--- config.mk ---
export PLATFORM = sky130hd
export DESIGN_NAME = cmos_dvp_pattern_gen_flat
export DESIGN_NICKNAME = d
export VERILOG_FILES = /design/src/rtl/cmos_dvp_pattern_gen_if.sv /design/src/rtl/cmos_dvp_pattern_gen.sv /design/src/flat_wrapper.sv
export SDC_FILE = /design/constraint.sdc
export NUM_CORES = 1
export LEC_CHECK = 0
export ABC_AREA = 1
export BUFFER_PORTS_ARGS = -buffer_cell sky130_fd_sc_hd__buf_2
export CORE_UTILIZATION = 55
export DETAILED_ROUTE_END_ITERATION = 10
export PLACE_DENSITY_LB_ADDON = 0.05
export SLEW_MARGIN = 20
export SYNTH_ARGS = -nofsm -noshare
export SYNTH_HDL_FRONTEND = slang
export SYNTH_SLANG_ARGS = --single-unit
--- constraint.sdc ---
create_clock -name clk -period 2.8 [get_ports clk]
set_clock_uncertainty 0.2 [all_clocks]
set_input_delay 0.28 -clock clk [delete_from_list [all_inputs] [get_ports clk]]
set_output_delay 0.28 -clock clk [all_outputs]
set_load 0.01 [all_outputs]
--- src/rtl/cmos_dvp_pattern_gen_if.sv ---
// ============================================================================
// Module   : cmos_dvp_pattern_gen_if
// Brief    : DVP camera bus (vsync, href, data byte) between source and capture.
// Revision : 1.0 - initial release
// ============================================================================
`default_nettype none

interface cmos_dvp_pattern_gen_if;
    logic       cam_vsync;
    logic       cam_href;
    logic [7:0] cam_data;

    modport master (
        output cam_vsync,
        output cam_href,
        output cam_data
    );

    modport slave (
        input  cam_vsync,
        input  cam_href,
        input  cam_data
    );
endinterface

`default_nettype wire

--- src/rtl/cmos_dvp_pattern_gen.sv ---
// ============================================================================
// Module   : cmos_dvp_pattern_gen
// Brief    : OV7725-style DVP test-pattern source, RGB565 high byte first.
// Revision : 1.0 - initial release
// ============================================================================
`default_nettype none

module cmos_dvp_pattern_gen #(
    parameter int H_PIXEL   = 640,
    parameter int V_PIXEL   = 480,
    parameter int H_BLANK   = 144,
    parameter int VSYNC_LEN = 4,
    parameter int V_BACK    = 18,
    parameter int V_FRONT   = 8
) (
    input  wire                    clk,
    input  wire                    rst_n,
    input  wire                    gen_en,
    input  wire  [1:0]             pattern_sel,
    input  wire  [15:0]            solid_color,
    cmos_dvp_pattern_gen_if.master dvp,
    output logic                   frame_done,
    output logic [7:0]             frame_cnt
);

    localparam int c_LINE_LEN = 2 * H_PIXEL + H_BLANK;
    localparam int c_COL_W    = $clog2(c_LINE_LEN);
    localparam int c_LINE_W   = $clog2(VSYNC_LEN + V_BACK + V_PIXEL + V_FRONT);

    localparam logic [c_COL_W-1:0]  c_COL_LAST = c_COL_W'(c_LINE_LEN - 1);
    localparam logic [c_COL_W-1:0]  c_HACT     = c_COL_W'(2 * H_PIXEL);
    localparam logic [c_LINE_W-1:0] c_VS_LAST  = c_LINE_W'(VSYNC_LEN - 1);
    localparam logic [c_LINE_W-1:0] c_VB_LAST  = c_LINE_W'(V_BACK - 1);
    localparam logic [c_LINE_W-1:0] c_ACT_LAST = c_LINE_W'(V_PIXEL - 1);
    localparam logic [c_LINE_W-1:0] c_VF_LAST  = c_LINE_W'(V_FRONT - 1);
    localparam logic [15:0]         c_BAR_W    = 16'(H_PIXEL / 8);

    typedef enum logic [2:0] {
        S_IDLE   = 3'd0,
        S_VSYNC  = 3'd1,
        S_VBACK  = 3'd2,
        S_ACTIVE = 3'd3,
        S_VFRONT = 3'd4
    } state_t;

    state_t                state_q, state_d;
    logic [c_COL_W-1:0]    col_q, col_d;
    logic [c_LINE_W-1:0]   line_q, line_d;
    logic [1:0]            sel_q, sel_d;
    logic [15:0]           solid_q, solid_d;
    logic [15:0]           pix_cnt_q, pix_cnt_d;
    logic                  vsync_q, vsync_d;
    logic                  href_q, href_d;
    logic [7:0]            data_q, data_d;
    logic                  frame_done_q, frame_done_d;
    logic [7:0]            frame_cnt_q, frame_cnt_d;

    logic [c_LINE_W-1:0]   w_line_last;
    logic                  w_frame_start;
    logic [15:0]           w_x;
    logic [5:0]            w_y;
    logic [2:0]            w_bar;
    logic [15:0]           w_pix;
    logic [15:0]           w_bar_color;

    always_comb begin
        case (state_q)
            S_VSYNC:  w_line_last = c_VS_LAST;
            S_VBACK:  w_line_last = c_VB_LAST;
            S_ACTIVE: w_line_last = c_ACT_LAST;
            default:  w_line_last = c_VF_LAST;
        endcase
    end

    always_comb begin
        state_d = state_q;
        col_d   = col_q;
        line_d  = line_q;
        if (state_q == S_IDLE) begin
            if (gen_en) begin
                state_d = S_VSYNC;
                col_d   = '0;
                line_d  = '0;
            end
        end else if (col_q != c_COL_LAST) begin
            col_d = col_q + 1'b1;
        end else begin
            col_d = '0;
            if (line_q != w_line_last) begin
                line_d = line_q + 1'b1;
            end else begin
                line_d = '0;
                case (state_q)
                    S_VSYNC:  state_d = S_VBACK;
                    S_VBACK:  state_d = S_ACTIVE;
                    S_ACTIVE: state_d = S_VFRONT;
                    // gen_en only matters here, so a frame is never cut short
                    S_VFRONT: state_d = gen_en ? S_VSYNC : S_IDLE;
                    default:  state_d = S_IDLE;
                endcase
            end
        end
    end

    // Outputs are derived from the next-state view so the registered bus lines
    // up exactly with the state the counters are in.
    always_comb begin
        w_frame_start = (state_d == S_VSYNC) && (state_q != S_VSYNC);
        sel_d         = w_frame_start ? pattern_sel : sel_q;
        solid_d       = w_frame_start ? solid_color : solid_q;

        w_x   = 16'(col_d >> 1);
        w_y   = 6'(line_d);
        w_bar = 3'(w_x / c_BAR_W);

        case (w_bar)
            3'd0:    w_bar_color = 16'hFFFF;
            3'd1:    w_bar_color = 16'hFFE0;
            3'd2:    w_bar_color = 16'h07FF;
            3'd3:    w_bar_color = 16'h07E0;
            3'd4:    w_bar_color = 16'hF81F;
            3'd5:    w_bar_color = 16'hF800;
            3'd6:    w_bar_color = 16'h001F;
            default: w_bar_color = 16'h0000;
        endcase

        case (sel_q)
            2'd0:    w_pix = w_bar_color;
            2'd1:    w_pix = {w_x[4:0], w_y, w_x[4:0]};
            2'd2:    w_pix = pix_cnt_q;
            default: w_pix = solid_q;
        endcase

        vsync_d = (state_d == S_VSYNC);
        href_d  = (state_d == S_ACTIVE) && (col_d < c_HACT);
        data_d  = href_d ? (col_d[0] ? w_pix[7:0] : w_pix[15:8]) : 8'h00;

        if (w_frame_start) begin
            pix_cnt_d = '0;
        end else if (href_d && col_d[0]) begin
            pix_cnt_d = pix_cnt_q + 16'd1;
        end else begin
            pix_cnt_d = pix_cnt_q;
        end

        frame_done_d = (state_d == S_VFRONT) && (line_d == c_VF_LAST) && (col_d == c_COL_LAST);
        frame_cnt_d  = frame_done_d ? frame_cnt_q + 8'd1 : frame_cnt_q;
    end

    always_ff @(posedge clk or negedge rst_n) begin
        if (!rst_n) begin
            state_q      <= S_IDLE;
            col_q        <= '0;
            line_q       <= '0;
            sel_q        <= '0;
            solid_q      <= '0;
            pix_cnt_q    <= '0;
            vsync_q      <= 1'b0;
            href_q       <= 1'b0;
            data_q       <= 8'h00;
            frame_done_q <= 1'b0;
            frame_cnt_q  <= 8'h00;
        end else begin
            state_q      <= state_d;
            col_q        <= col_d;
            line_q       <= line_d;
            sel_q        <= sel_d;
            solid_q      <= solid_d;
            pix_cnt_q    <= pix_cnt_d;
            vsync_q      <= vsync_d;
            href_q       <= href_d;
            data_q       <= data_d;
            frame_done_q <= frame_done_d;
            frame_cnt_q  <= frame_cnt_d;
        end
    end

    assign dvp.cam_vsync = vsync_q;
    assign dvp.cam_href  = href_q;
    assign dvp.cam_data  = data_q;
    assign frame_done    = frame_done_q;
    assign frame_cnt     = frame_cnt_q;

endmodule

`default_nettype wire

--- src/flat_wrapper.sv ---
// flat-port wrapper written by rule: the top's interface ports become plain ports
module cmos_dvp_pattern_gen_flat 
#(
    parameter int H_PIXEL   = 640,
    parameter int V_PIXEL   = 480,
    parameter int H_BLANK   = 144,
    parameter int VSYNC_LEN = 4,
    parameter int V_BACK    = 18,
    parameter int V_FRONT   = 8
)
  (clk, rst_n, gen_en, pattern_sel, solid_color, frame_done, frame_cnt, dvp_cam_vsync, dvp_cam_href, dvp_cam_data);
  cmos_dvp_pattern_gen_if dvp_i ();
  input  wire clk;
  input  wire rst_n;
  input  wire gen_en;
  input  wire  [1:0] pattern_sel;
  input  wire  [15:0] solid_color;
  output logic frame_done;
  output logic [7:0] frame_cnt;
  output wire logic [$bits(dvp_i.cam_vsync)-1:0] dvp_cam_vsync;
  output wire logic [$bits(dvp_i.cam_href)-1:0] dvp_cam_href;
  output wire logic [$bits(dvp_i.cam_data)-1:0] dvp_cam_data;
  assign dvp_cam_vsync = dvp_i.cam_vsync;
  assign dvp_cam_href = dvp_i.cam_href;
  assign dvp_cam_data = dvp_i.cam_data;
  cmos_dvp_pattern_gen #(.H_PIXEL(H_PIXEL), .V_PIXEL(V_PIXEL), .H_BLANK(H_BLANK), .VSYNC_LEN(VSYNC_LEN), .V_BACK(V_BACK), .V_FRONT(V_FRONT)) u_core (.clk(clk), .rst_n(rst_n), .gen_en(gen_en), .pattern_sel(pattern_sel), .solid_color(solid_color), .dvp(dvp_i), .frame_done(frame_done), .frame_cnt(frame_cnt));
endmodule
Yosys cells after proc, flatten, opt, wreduce, memory -nomap -nowiden:

Index checks and enable logic that the tools add are counted.

* flip-flop bits (word level): 76
* output and inout bits: 19
* word-level logic and storage cells: 66

* add/subtract/negate cells: 4
* divide/modulo/power cells: 1
* $lt $le $gt $ge: 1
* equal/unequal tests: 20
* mux-type cells: 20
* reduce and logical (&&, ||, !) cells: 9

Operators with widths (number)
* case mux 16 bit (7 select lines): 1
* case mux 16 bit (3 select lines): 1
* 2-to-1 mux 9 bit: 4
* 2-to-1 mux 11 bit: 3
* 2-to-1 mux 16 bit: 2
* case mux 9 bit (3 select lines): 1
* adder 16 x 1 -> 16 bit (second input constant): 1
* divider 10 x 7 -> 16 bit (second input constant): 1
* 2-to-1 mux 8 bit: 2
* == test 3 x 2 -> 1 bit (second input constant): 5
* == test 3 bit (second input constant): 5
* 2-to-1 mux 3 bit: 4
* case mux 3 bit (4 select lines): 1
* adder 11 x 1 -> 11 bit (second input constant): 1
* == test 11 bit (second input constant): 1
* less-than comparator 11 bit (second input constant): 1
* inequality test 11 bit (second input constant): 1
* adder 9 x 1 -> 9 bit (second input constant): 1
* == test 3 x 1 -> 1 bit (second input constant): 3
* == test 9 x 3 -> 1 bit (second input constant): 1
* inequality test 9 bit: 1
* adder 8 x 1 -> 8 bit (second input constant): 1
* logical NOT 3 bit: 2
* logical AND 1 bit: 5
* 6 further kinds: 6

Logic depth before layout (Yosys ltp):

* word-level depth: 11
* depth in mapped cells: 22

Worst setup path before layout:

Ideal clock, no wire load.

* path type: reg2reg
* start: register u_core.col_q[0]
* end: register u_core.data_q[2], in the netlist u_core.dvp.cam_data[2]
* arrival: 2.167 ns
* setup slack: 0.309 ns
* cell stages (with the launch flop): 21
* path buffers: 1
* clock period less this slack: 2.491 ns
* path through: dfrtp_1 -> ha_1 -> nand3_2 -> nor2_2 -> nand3_2 -> nand2_1 -> buf_6 -> o21ai_2 -> nand3_1 -> nand2_1 -> nand2_1 -> nand2_1 -> nand2_1 -> nand2_1 -> nand2_1 -> nand2_1 -> nand2_1 -> nand2_1 -> nand3_1 -> nand2_1 -> nand2_1

* cells in the longest elaborated chain, start to end: 9

Ends and longest elaborated chain
* start: declaration: RTL line cmos_dvp_pattern_gen.sv:47 `logic [c_COL_W-1:0] col_q, col_d;`
* start signal: assignment: RTL line cmos_dvp_pattern_gen.sv:165 `col_q <= col_d;`
* adder 11 x 1 -> 11 bit or inequality test 11 bit (tied branches): RTL line cmos_dvp_pattern_gen.sv:86, cmos_dvp_pattern_gen.sv:85
* 2-to-1 mux 11 bit *: RTL line cmos_dvp_pattern_gen.sv:85 `end else if (col_q != c_COL_LAST) begin`
* 2-to-1 mux 11 bit *: RTL line cmos_dvp_pattern_gen.sv:79 `if (state_q == S_IDLE) begin`
* named net u_core.col_d[10]: RTL line cmos_dvp_pattern_gen.sv:47
* divider 10 x 7 -> 16 bit: RTL line cmos_dvp_pattern_gen.sv:114 `w_bar = 3'(w_x / c_BAR_W);`
* == test 3 bit, or another cell as far along: RTL line cmos_dvp_pattern_gen.sv:116 `case (w_bar)`
* case mux 16 bit (7 select lines): RTL line cmos_dvp_pattern_gen.sv:116
* case mux 16 bit (3 select lines): RTL line cmos_dvp_pattern_gen.sv:127 `case (sel_q)`
* 2-to-1 mux 8 bit: RTL line cmos_dvp_pattern_gen.sv:136 `data_d = href_d ? (col_d[0] ? w_pix[7:0] : w_pix[15:8]) : 8'h00;`
* 2-to-1 mux 8 bit *: RTL line cmos_dvp_pattern_gen.sv:136
* named net u_core.data_d[2]: RTL line cmos_dvp_pattern_gen.sv:54 `logic [7:0] data_q, data_d;`
* end signal: assignment: RTL line cmos_dvp_pattern_gen.sv:172 `data_q <= data_d;`
* end: declaration: RTL line cmos_dvp_pattern_gen.sv:54

Mark *: on every way through the listed nets, which the timed path passes. The rest lies on a longest branch.
A chain may end at the register's enable or synchronous reset.

Worst setup path after layout:

* start: register u_core.col_q[1]
* end: register u_core.frame_cnt_q[0], in the netlist u_core.frame_cnt[0]

* cells in the longest elaborated chain, start to end: 6

Ends and longest elaborated chain
* inequality test 11 bit: RTL line cmos_dvp_pattern_gen.sv:85
* 2-to-1 mux 9 bit: RTL line cmos_dvp_pattern_gen.sv:85
* 2-to-1 mux 9 bit: RTL line cmos_dvp_pattern_gen.sv:79
* named net u_core.line_d[6]: RTL line cmos_dvp_pattern_gen.sv:48 `logic [c_LINE_W-1:0] line_q, line_d;`
* == test 9 x 3 -> 1 bit: RTL line cmos_dvp_pattern_gen.sv:146 `frame_done_d = (state_d == S_VFRONT) && (line_d == c_VF_LAST) && (col_d == c_COL_LAST);`
* logical AND 1 bit (2 in a row): RTL line cmos_dvp_pattern_gen.sv:146
* end signal: assignment: RTL line cmos_dvp_pattern_gen.sv:174 `frame_cnt_q <= frame_cnt_d;`
* end: declaration: RTL line cmos_dvp_pattern_gen.sv:56 `logic [7:0] frame_cnt_q, frame_cnt_d;`

The timed path passes the listed nets, and every way through them passes these cells.

==> flow_summary_export.csv <==
group,metric,value,unit
critical_path,cpPeakStageDelay,0.41,ns
sta,worstMarginPinSlew,0.9708,ns
grt,groute.usage.overall,31.04,%
placement,dpl.cell_count,804,
min_path,hold_class,"in -> reg",
grt,overflow,0,
floorplanning,die_area,9055,µm²
floorplanning,die_y,95.16,µm
floorplanning,start_util,57.52,%
finish,final_cells,861,
power,internal_power,2.421,mW
floorplanning,die_w,95.16,µm
yosys,syn_nets,661,
yosys,synthTopCellsByArea,"dfrtp_1, nand2_1, nand3_1, inv_1, xor2_1",
yosys,yosys.area.top_type,"dfrtp_1",
clock_network,clkTransAtPathRegs,0.10,ns
yosys,ys_types,45,
sta,hold_viol,0,
critical_path,crit_top_cell,"nand2_1",
route,final_antenna_net_count,0,
yosys,synth_area_per_cell,7.505,µm²
finish,fillCellCount,628,
sta,worst_slack,0.003213,ns
clock_network,cts-htree-levels,3,
power,total_power,4.314,mW
power,leakagePower,2.948,nW
sta,fin_setup_tns,0,ns
critical_path,critical_path.max_fanout,8,
clock_network,cts_root_buffer,"clkbuf_8",
yosys,ys_warn_count,0,
route,firstDrtPassIters,5,
critical_path,worstPathArrival,2.83,ns
route,routed_wl,13.49,mm
sta,grt_setup_unrepaired,"true",
grt,grt_antenna_before_repair,0,
sta,period_needed,2.797,ns
sta,relSlewSlack,35.28,%
critical_path,end_kind,"flop",
power,p_comb_share,47.3,%
critical_path,cp_data_required_time,2.84,ns
power,vdd_ir_drop_max,0.4819,mV
finish,drive_above_1_share,28.04,%
route,drc,0,
finish,multiInputGateArea,2776,µm²
critical_path,worstPathCellList,"ha_4 -> nand3_4 -> nor2_4 -> nand3_4 -> buf_6 -> nor2_4 -> nand3_2 -> nor2_1 -> nand3_1 -> nand3_2 -> o21ai_2 -> nor2_1 -> nand2_1 -> nor2_2 -> nand4_4 -> nand2_1 -> nand2_1",
route,drt_iter0_markers,248,
run_status,status,"completed",
clock_network,max-clock-path-buffers,2,
power,p_clk_share,18.6,%
placement,place_ws,-0.1050,ns
finish,area_growth,28.94,%
critical_path,path_delay_family,"simple AND/OR/NAND/NOR gates",
grt,grt_max_degree,77,
critical_path,critical_path_class,"reg -> reg",
power,p_switching,1.894,mW
clock_network,cts.sinks,76,
floorplanning,coreArea,8299,µm²
yosys,synthCells,636,
finish,layout.nets,776,
grt,grt_pass1_vias,4461,
yosys,synth_ff_type,"dfrtp_1",
yosys,synth_edf_count,0,
yosys,synth_top_cell_area_share,39.84,%
placement,numPortBuffers,39,
placement,place_congestion,1.003,
grt,grt_pass1_wl,21.56,mm
route,vias,4878,
sta,setup_viol,0,
finish,diodes,0,
power,powerDensity,701.0,nW/µm²
job,max-cap-violations,0,
yosys,synthArstFlopShare,100.0,%
sta,maxSlewViolCount,0,
yosys,yosysSeqAreaShare,39.84,%
route,detail_route.wl_per_cell,15.67,µm
route,routed_via_density,5.666,
critical_path,critPathBufInv,1,
floorplanning,ios,40,
yosys,ys_ff_latch,76,
critical_path,crit_path_start_kind,"flop",
power,seq_power_share,34.1,%
clock_network,cts_tree,"built",
clock_network,clk_latency,0.36,ns
sta,final_min_period_over_clock_period,99.89,%
finish,seq_area,1907,µm²
floorplanning,rows,33,
power,swShare,43.89,%
critical_path,crit_slowest_cell,"dfrtp_1",
clock_network,cts_made_buffers,9,
sta,fmax,357.6,MHz
yosys,synthesis.area,4773,µm²
placement,hpwl,9.363,mm
## tightest hold or removal path, delay by kind of cell
family / cells / cell delay (ns)
AO/OA/AOI/OAI: 1 / 0.11
AND/OR/NAND/NOR: 2 / 0.17
buffers and inverters: 1 / 0.14
## final timing paths
| kind | from | end | slack [ns] | cells past startpoint |
|---|---|---|---|---|
| worst max-delay path | u_core.col_q[1]$_DFF_PN0_ | u_core.frame_cnt[0]$_DFFE_PN0P_ | 0.003 | 17 |
| worst min-delay path | gen_en | u_core.col_q[10]$_DFF_PN0_ | 0.18 | 4 |
| worst max register to register | u_core.col_q[1]$_DFF_PN0_ | u_core.frame_cnt[0]$_DFFE_PN0P_ | 0.003 | 17 |
| worst min register to register | u_core.solid_q[4]$_DFFE_PN0P_ | u_core.solid_q[4]$_DFFE_PN0P_ | 0.28 | 2 |
| max in group asynchronous | rst_n | u_core.state_q[1]$_DFF_PN0_ | 1.29 | 2 |
| min in group asynchronous | rst_n | u_core.col_q[6]$_DFF_PN0_ | 0.40 | 2 |
## cells by family (layout without fill, tap and decap cells)
family,Yosys count,in the layout,share of synthesized area [%]
fa+ha+maj,4,4,1.049
buf+inv,87,207,7.470
flops,76,76,39.84
simple gates,363,363,36.75
compound gates,80,80,10.12
xor+xnor,26,26,4.770
## registers in the layout, summed over array words and instances (netlist names), 2 cells and up
register	flops
u_core.pix_cnt_q	16
u_core.solid_q	16
u_core.col_q	11
u_core.line_q	9
u_core.dvp.cam_data	8
u_core.frame_cnt	8
u_core.state_q	3
u_core.sel_q	2
## power by group through the flow
stage	Sequential, mW	Clock [mW]	Combinational, mW
floorplan	1.41	0	1.21
global placement	1.47	0	1.78
detailed placement	1.47	0	1.80
CTS	1.45	0.808	1.84
global route	1.49	0.845	2.25
finish	1.47	0.801	2.04
## synth_stat cells (2+ instances only)
library cell / number
a21oi_1: 19
dfrtp_1: 76
inv_1: 61
buf_6: 2
xnor2_1: 4
a31oi_1: 2
nor2_2: 4
o211ai_1: 6
nand2_2: 6
a21oi_2: 3
o21ai_1: 12
ha_1: 4
or2_2: 4
nor3_1: 9
nor3b_1: 2
clkbuf_1: 5
nor4_1: 7
nand2_1: 166
inv_2: 10
nor3_4: 3
o21ai_2: 3
nor2_8: 2
o21ai_0: 23
buf_2: 6
xor2_1: 22
o22ai_2: 2
a211oi_1: 3
nor2_4: 3
nand3_1: 71
nand3b_1: 4
nand4_1: 22
o22ai_1: 2
nand3_2: 3
o2111ai_1: 4
nor2_1: 50
buf_4: 2
## routing by layer
metal  track usage [%]  routed length (µm)  up-vias
li1                  -                   -     2344
met1             41.65                5795     2324
met2             51.25                6672      183
met4             11.11                 314        0
met3             4.067                 709       27
met5                 0                   0        -
## timing repair
item                                   in CTS  in global routing
setup endpoints to repair                  32                 40
buffers inserted                            1                 21
gates resized for setup                     7                 71
hold buffers                               19                  0
endpoints found under the hold margin      94                  0
pin swaps                                   0                 36
cloned                                      0                  0
## area by class of cell
type	instances	area share (%)
Timing Repair Buffer	119	14.33
Tap cell	105	2.135
Sequential cell	76	30.98
Multi-Input combinational cell	473	45.11
Clock inverter	7	0.9555
Clock buffer	9	2.013
Inverter	72	4.472
## metrics by stage
step                cell area [µm²]  utilization, %  hold slack, ns
floorplan                      4773               -         -0.2156
global placement               5321           64.12          0.2524
detailed placement             5321           64.12          0.2560
CTS                            5733           69.08          0.1239
global route                   6155           74.16          0.2128
finish                         6155           74.16          0.1825
## cell usage in the layout, fill, tap and decap left out, drive strengths merged, types with 9 or more instances in the layout
cell type    count
inv             74
a21oi           22
nand3           74
dlygate4sd3     19
dfrtp           76
nand2          173
nor2            59
o21ai           38
buf            100
clkbuf           9
xor2            22
nand4           24
nor3            12
No activity file was read; power rests on OpenSTA's default activity.
